--- src/rtl/pdp1_shrot_exec_if.sv ---
// Bus between the shift-group controller and the sequential shift/rotate executor.
// Handshake: sh_start is sampled only while sh_busy=0; sh_busy rises the cycle after an
// accepted start and falls after the single-cycle sh_done pulse; results are valid with sh_done.
interface pdp1_shrot_exec_if;
    logic        sh_start;
    logic        sh_dir;
    logic        sh_rot;
    logic [1:0]  sh_sel;
    logic [0:3]  sh_cnt;
    logic [0:17] ac_in;
    logic [0:17] io_in;
    logic [0:17] ac_out;
    logic [0:17] io_out;
    logic        sh_busy;
    logic        sh_done;

    modport master (
        output sh_start, sh_dir, sh_rot, sh_sel, sh_cnt, ac_in, io_in,
        input  ac_out, io_out, sh_busy, sh_done
    );

    modport slave (
        input  sh_start, sh_dir, sh_rot, sh_sel, sh_cnt, ac_in, io_in,
        output ac_out, io_out, sh_busy, sh_done
    );
endinterface

--- src/rtl/pdp1_shrot_exec.sv ---
// PDP-1 shift group executor: moves AC, IO or AC:IO one bit per clock for a clamped count.
// Bit 0 is the sign bit; arithmetic shifts keep it and refill bit 17 (left) or bit 1 (right).
module pdp1_shrot_exec (
    input  logic              clk,
    input  logic              rst_n,
    pdp1_shrot_exec_if.slave  bus,
    output logic [1:0]        dbg_state_o
);

    typedef enum logic [1:0] {
        S_IDLE  = 2'd0,
        S_SHIFT = 2'd1,
        S_DONE  = 2'd2
    } state_t;

    state_t      state_q;
    logic [3:0]  rem_q;
    logic        dir_q;
    logic        rot_q;
    logic [1:0]  sel_q;
    logic [0:17] ac_q;
    logic [0:17] io_q;
    logic [0:17] ac_d;
    logic [0:17] io_d;
    logic        busy_q;
    logic        done_q;
    logic [3:0]  cnt_clamp;

    assign cnt_clamp = (bus.sh_cnt > 4'd9) ? 4'd9 : bus.sh_cnt;

    function automatic logic [0:17] step18(input logic [0:17] v, input logic dir,
                                           input logic rot);
        logic [0:17] r;
        if (rot) r = dir ? {v[17], v[0:16]} : {v[1:17], v[0]};
        else     r = dir ? {v[0], v[0], v[1:16]} : {v[0], v[2:17], v[0]};
        return r;
    endfunction

    // One step of the latched operation; sel=00 leaves both registers untouched.
    always_comb begin
        ac_d = ac_q;
        io_d = io_q;
        case (sel_q)
            2'b01: ac_d = step18(ac_q, dir_q, rot_q);
            2'b10: io_d = step18(io_q, dir_q, rot_q);
            2'b11: begin
                if (rot_q && !dir_q) begin
                    ac_d = {ac_q[1:17], io_q[0]};
                    io_d = {io_q[1:17], ac_q[0]};
                end else if (rot_q && dir_q) begin
                    ac_d = {io_q[17], ac_q[0:16]};
                    io_d = {ac_q[17], io_q[0:16]};
                end else if (!dir_q) begin
                    ac_d = {ac_q[0], ac_q[2:17], io_q[0]};
                    io_d = {io_q[1:17], ac_q[0]};
                end else begin
                    ac_d = {ac_q[0], ac_q[0], ac_q[1:16]};
                    io_d = {ac_q[17], io_q[0:16]};
                end
            end
            default: ;
        endcase
    end

    always_ff @(posedge clk or negedge rst_n) begin
        if (!rst_n) begin
            state_q <= S_IDLE;
            rem_q   <= 4'd0;
            dir_q   <= 1'b0;
            rot_q   <= 1'b0;
            sel_q   <= 2'b00;
            ac_q    <= 18'd0;
            io_q    <= 18'd0;
            busy_q  <= 1'b0;
            done_q  <= 1'b0;
        end else begin
            case (state_q)
                S_IDLE: begin
                    done_q <= 1'b0;
                    if (bus.sh_start) begin
                        ac_q   <= bus.ac_in;
                        io_q   <= bus.io_in;
                        dir_q  <= bus.sh_dir;
                        rot_q  <= bus.sh_rot;
                        sel_q  <= bus.sh_sel;
                        rem_q  <= cnt_clamp;
                        busy_q <= 1'b1;
                        if (cnt_clamp == 4'd0) begin
                            state_q <= S_DONE;
                            done_q  <= 1'b1;
                        end else begin
                            state_q <= S_SHIFT;
                        end
                    end
                end
                S_SHIFT: begin
                    ac_q  <= ac_d;
                    io_q  <= io_d;
                    rem_q <= rem_q - 4'd1;
                    if (rem_q == 4'd1) begin
                        state_q <= S_DONE;
                        done_q  <= 1'b1;
                    end
                end
                S_DONE: begin
                    state_q <= S_IDLE;
                    done_q  <= 1'b0;
                    busy_q  <= 1'b0;
                end
                default: begin
                    state_q <= S_IDLE;
                    done_q  <= 1'b0;
                    busy_q  <= 1'b0;
                end
            endcase
        end
    end

    assign bus.ac_out  = ac_q;
    assign bus.io_out  = io_q;
    assign bus.sh_busy = busy_q;
    assign bus.sh_done = done_q;
    assign dbg_state_o = state_q;

endmodule
--- src/flat_wrapper.sv ---
// flat-port wrapper written by rule: the top's interface ports become plain ports
module pdp1_shrot_exec_flat 
  (clk, rst_n, dbg_state_o, bus_sh_start, bus_sh_dir, bus_sh_rot, bus_sh_sel, bus_sh_cnt, bus_ac_in, bus_io_in, bus_ac_out, bus_io_out, bus_sh_busy, bus_sh_done);
  pdp1_shrot_exec_if bus_i ();
  input  logic clk;
  input  logic rst_n;
  output logic [1:0] dbg_state_o;
  input wire logic [$bits(bus_i.sh_start)-1:0] bus_sh_start;
  input wire logic [$bits(bus_i.sh_dir)-1:0] bus_sh_dir;
  input wire logic [$bits(bus_i.sh_rot)-1:0] bus_sh_rot;
  input wire logic [$bits(bus_i.sh_sel)-1:0] bus_sh_sel;
  input wire logic [$bits(bus_i.sh_cnt)-1:0] bus_sh_cnt;
  input wire logic [$bits(bus_i.ac_in)-1:0] bus_ac_in;
  input wire logic [$bits(bus_i.io_in)-1:0] bus_io_in;
  output wire logic [$bits(bus_i.ac_out)-1:0] bus_ac_out;
  output wire logic [$bits(bus_i.io_out)-1:0] bus_io_out;
  output wire logic [$bits(bus_i.sh_busy)-1:0] bus_sh_busy;
  output wire logic [$bits(bus_i.sh_done)-1:0] bus_sh_done;
  assign bus_i.sh_start = bus_sh_start;
  assign bus_i.sh_dir = bus_sh_dir;
  assign bus_i.sh_rot = bus_sh_rot;
  assign bus_i.sh_sel = bus_sh_sel;
  assign bus_i.sh_cnt = bus_sh_cnt;
  assign bus_i.ac_in = bus_ac_in;
  assign bus_i.io_in = bus_io_in;
  assign bus_ac_out = bus_i.ac_out;
  assign bus_io_out = bus_i.io_out;
  assign bus_sh_busy = bus_i.sh_busy;
  assign bus_sh_done = bus_i.sh_done;
  pdp1_shrot_exec u_core (.clk(clk), .rst_n(rst_n), .bus(bus_i), .dbg_state_o(dbg_state_o));
endmodule
--- config.mk ---
export PLATFORM = sky130hd
export DESIGN_NAME = pdp1_shrot_exec_flat
export DESIGN_NICKNAME = d
export VERILOG_FILES = /design/src/rtl/pdp1_shrot_exec_if.sv /design/src/rtl/pdp1_shrot_exec.sv /design/src/flat_wrapper.sv
export SDC_FILE = /design/constraint.sdc
export NUM_CORES = 1
export LEC_CHECK = 0
export CORE_ASPECT_RATIO = 1.25
export CORE_UTILIZATION = 30
export DETAILED_ROUTE_END_ITERATION = 10
export GPL_TIMING_DRIVEN = 0
export PLACE_DENSITY = 0.65
export SLEW_MARGIN = 20
export SYNTH_ARGS = -nofsm -noshare
export SYNTH_HDL_FRONTEND = slang
export SYNTH_SLANG_ARGS = --single-unit
--- constraint.sdc ---
create_clock -name clk -period 1.95 [get_ports clk]
set_input_delay 0.585 -clock clk [delete_from_list [all_inputs] [get_ports clk]]
set_output_delay 0.585 -clock clk [all_outputs]
set_load 0.1 [all_outputs]
# Word level (Yosys, flattened, before mapping)

Cells that the tools add are included.

Word-level logic and storage cells: 71
Output and inout bits: 40
Register bits: 48
Input port bits: 47

Muxes and demuxes: 31
Bitwise operators: 1
$add $sub $neg: 1
Equal/unequal tests: 12
Reductions and logical operators: 14
$lt $le $gt $ge: 1

Operators with widths:

| cell                  | count |
|---|---|
| $mux W18              | 11 |
| $pmux W18 S2          | 4 |
| $mux W17              | 3 |
| $mux W4               | 2 |
| $pmux W4 S2           | 1 |
| $reduce_and A2 Y1     | 4 |
| $mux W2               | 3 |
| $ne A3 B2 Y1 const B  | 2 |
| $ne A3 B3 Y1 const B  | 2 |
| $reduce_and A3 Y1     | 2 |
| $reduce_and A5 Y1     | 1 |
| $eq A2 B1 Y1 const B  | 2 |
| $eq A2 B2 Y1 const B  | 2 |
| $eq A4 B1 Y1 const B  | 1 |
| $gt A4 B4 Y1 const B  | 1 |
| $logic_not A4 Y1      | 1 |
| $mux W1               | 4 |
| $ne A4 B2 Y1 const B  | 1 |
| $pmux W1 S2           | 2 |
| $pmux W2 S2           | 1 |
| $reduce_and A4 Y1     | 1 |
| $sub A4 B1 Y4 const B | 1 |
| $logic_and A1 B1 Y1   | 2 |
| $logic_not A2 Y1      | 1 |
| other kinds (5)       | 5 |

# Longest topological paths before layout

Word-level depth: 6
Depth in mapped cells: 7

# Least setup slack after synthesis

OpenSTA, ideal clock, no wires.

Kind: register to register
Start: register u_core.state_q[0] (netlist: u_core.dbg_state_o[0])
End: register u_core.rem_q[3]
Arrival time: 1.864 ns
Cell stages (with the launch flop): 6
Required time: 1.881 ns
Period minus slack after synthesis: 1.933 ns
Path buffers: 1
Setup slack: 0.017 ns
Cell sequence: dfrtp_1 buf_6 and2b_2 nand2_1 or4_1 nand3_1

Word-level cells in the longest chain between the ends: 3
Elaborated cells between the ends (all ways): 6

RTL lines:

| item                                                                | line                  | text |
|---|---|---|
| start: declaration                                                  | pdp1_shrot_exec.sv:16 | `state_t state_q;` |
| start signal: assignment                                            | pdp1_shrot_exec.sv:67 | `state_q <= S_IDLE;` |
| start signal: assignment                                            | pdp1_shrot_exec.sv:89 | `state_q <= S_DONE;` |
| start signal: assignment                                            | pdp1_shrot_exec.sv:92 | `state_q <= S_SHIFT;` |
| $eq A2 B1 Y1 / $logic_not A2 Y1 (equally long branches)             | pdp1_shrot_exec.sv:77 | `case (state_q)` |
| $reduce_bool A2 Y1 (no line) / $ne A2 B2 Y1 (equally long branches) | -                     |  |
| $reduce_and A2 Y1 (no line)                                         | -                     |  |
| end signal: assignment                                              | pdp1_shrot_exec.sv:86 | `rem_q <= cnt_clamp;` |
| end signal: assignment                                              | pdp1_shrot_exec.sv:99 | `rem_q <= rem_q - 4'd1;` |
| end: declaration                                                    | pdp1_shrot_exec.sv:17 | `logic [3:0] rem_q;` |

Several ways; a longest one is shown, not always the timed one.
A chain may end at the register's enable or synchronous reset.

# Worst setup path after layout

Start: register u_core.io_q, in the netlist u_core.bus.io_out[10]
End: output port bus_io_out[7]

RTL lines:

| item                     | line                  | text |
|---|---|---|
| start: declaration       | pdp1_shrot_exec.sv:22 | `logic [0:17] io_q;` |
| start signal: assignment | pdp1_shrot_exec.sv:82 | `io_q <= bus.io_in;` |
| start signal: assignment | pdp1_shrot_exec.sv:98 | `io_q <= io_d;` |
| end: declaration         | flat_wrapper.sv:16    | `output wire logic [$bits(bus_i.io_out)-1:0] bus_io_out;` |

No word-level cell between the ends.

==> flow_summary.toml <==
[run_status]
status = "finished, final reports clean"

[critical_path]
cp_num_cells = 1
crit_path_max_incr_delay_ps = 580
path_class = "register to primary output"
cp.arrival_ps = 1310
path_cells = "clkdlybuf4s15_2"
cp_num_buf_inv = 1
r2r-start = "u_core.dbg_state_o[0]"
endpoint = "bus_io_out[7]"
crit_start = "u_core.bus.io_out[10]"
critical_path_required_ps = 1360
critical_path.max_fanout = 4
setup.worst_path.end_class = "primary output"
critPathSlowestCell = "clkdlybuf4s15_2"
timing.rr.end = "u_core.bus.io_out[4]"
r2r_cells = 6
start_kind = "register"
cp_top_family = "buffers and inverters"
r2r_setup_slack_ps = 340

[routing]
drc = 0
wirelength_um = 7730
dr_total_vias = 2588
ant_nets = 0
routed_via_density = 4.92
wl_per_cell_um = 14.7
drtIter0Drc = 159
drt-pass1-iter-count = 4

[place]
pre_cts_ws_ps = -257
place.port_buffers = 86
place.gp.congestion = 0.802
place_area_mm2 = 0.00373
hpwl_um = 5810

[die]
core.rowCount = 38
dieWidth_um = 86.9
initial_utilization_pct = 31.1
dieHeight_um = 108
ios = 87
core_area_mm2 = 0.00870
dieArea_mm2 = 0.00940

[finish]
n_fill_cell = 881
drive_above_1_share_pct = 17.2
finalInstanceArea_mm2 = 0.00382
areaGrowthSynthToFinish_pct = 41.3
regArea_mm2 = 0.00120
multi_input_area_mm2 = 0.00135
utilization_pct = 43.9
antenna_cells = 0
fin_nets = 457

[yosys]
synth-seq-area-share_pct = 44.4
syn-num-nets = 363
syn_area_mm2 = 0.00270
synthTopCellsByArea = "dfrtp_1, mux2i_1, nand2_1, a21oi_1, o21ai_0"
syn_avg_cell_area_um2 = 8.61
yosys.area.top_type = "dfrtp_1"
yosys.cell_types.count = 31
syn_inst = 314
synth_top_area_share_pct = 44.4
ys_warn_count = 0
synth-seq-cells = 48

[clock_tree]
post_cts_resize_count = 123
post_cts_buffers = 0
clkSinkCount = 48
cts_tree = "done"
worstSkewPairLatency_ps = 300
clkTransAtPathRegs_ps = 80
cts.root.buffer_cell = "clkbuf_8"
cts_buffers = 5
clock_tree.buffer_depth = 2
cts_max_level = 2
cts_hold_buf = 0

[worst_hold_path]
min-delay-path-class = "input pin to asynchronous set/reset pin"

[timing]
rsz0062_at_grt = "no"
hold_violations = 0
fin_skew_ps = 5.82
finalCriticalPeriod_ps = 1900
max_slew.worst_pin.slew_ps = 553
setup_viol = 0
period_share_pct = 97.4
maxSlewViolCount = 0
slew_headroom_pct = 63.3
setup_ws_ps = 51.2
setup_tns_ps = 0
clock.fmax_ghz = 0.527

[global_route]
grt_pass1_wl_um = 12600
grt_pass1_vias = 2598
top_usage_layer = "met2"
grt_use_met1_pct = 21.4
grt_remaining_overflow = 0
grt_use_met2_pct = 30.4
antenna_found_initial = 0
track_usage_pct = 17.1
grtUsageMet3_pct = 2.60
grt_max_degree = 32

[flow_run]
maxCapViolCount = 0
[worst min-delay path by stage]
stage                            end  slack [ps]  cells after the start
3_5_place_dp         u_core.sel_q[1]         510                      2
6_report             u_core.sel_q[0]         210                      1
2_1_floorplan   u_core.bus.ac_out[0]         290                      0
5_1_grt        u_core.bus.ac_out[12]         240                      1
4_1_cts              u_core.sel_q[0]         220                      1
3_3_place_gp         u_core.sel_q[1]         510                      2
[metrics by stage]
step,cells,hold slack [ps]
finish,526,212
CTS,526,223
global placement,520,508
detailed placement,521,513
floorplan,314,289
global route,526,243
[metal layers]
| metal | vias up | share of wire [%] |
|---|---|---|
| li1 | 1269 | - |
| met1 | 1237 | 44 |
| met2 | 75 | 50 |
| met3 | 7 | 4.5 |
| met4 | 0 | 0.93 |
| met5 | - | 0 |
[cells by family (layout without fill, tap and decap cells)]
kind of cell    Yosys count  count (layout)  synth area share [%]
compound gates           93              93                  18.9
fa+ha+maj                 2               2                 0.925
buf+inv                  26             118                  5.69
flops                    48              48                  44.4
mux                      36              36                  13.4
simple gates            109             109                  16.7
[sequential cells by signal, summed over array words and instances (netlist names)]
signal,flops
u_core.bus.ac_out,18
u_core.bus.io_out,18
u_core.bus.sh_busy,1
u_core.bus.sh_done,1
u_core.dbg_state_o,2
u_core.dir_q,1
u_core.rem_q,4
u_core.rot_q,1
u_core.sel_q,2
[cells in the final DEF, fill, tap and decap left out, types with 3 or more instances in the layout]
| master | instances |
|---|---|
| clkdlybuf4s15_2 | 34 |
| nand3_1 | 7 |
| nand2_1 | 56 |
| clkbuf_8 | 5 |
| o211ai_1 | 3 |
| buf_6 | 6 |
| o21ai_0 | 37 |
| dfrtp_1 | 48 |
| mux2i_1 | 35 |
| clkbuf_2 | 4 |
| inv_1 | 4 |
| clkbuf_1 | 3 |
| nor2_1 | 37 |
| buf_2 | 15 |
| a21oi_1 | 38 |
| clkdlybuf4s50_1 | 45 |
[cell usage after synthesis (all sizes together)]
master and number:
buf 15, o22ai 2, a311oi 1, a21oi 38
mux2i 35, a21o 2, nand2 56, o41ai 1
mux2 1, ha 2, nand2b 2, nor2b 2
inv 4, o311ai 1, nand3 7, nor3b 1
a22o 2, o21ai 39, o21a 2, nor2 37
or3b 1, nor4 1, a32oi 1, dfrtp 48
clkbuf 7, or4 1, a31o 1, o211ai 3
and2b 1
[area by class of cell]
class / count / share of cell area [%]
timing repair buffer: 87 / 23.4
inverter: 4 / 0.393
buffer: 22 / 3.77
multi-input combinational: 240 / 35.3
clock buffer: 5 / 1.80
sequential: 48 / 31.4
tap: 120 / 3.93
Power is left out: the tool's default activity adds up to more than one toggle a clock period on the data nets, which glitch-free logic cannot reach.
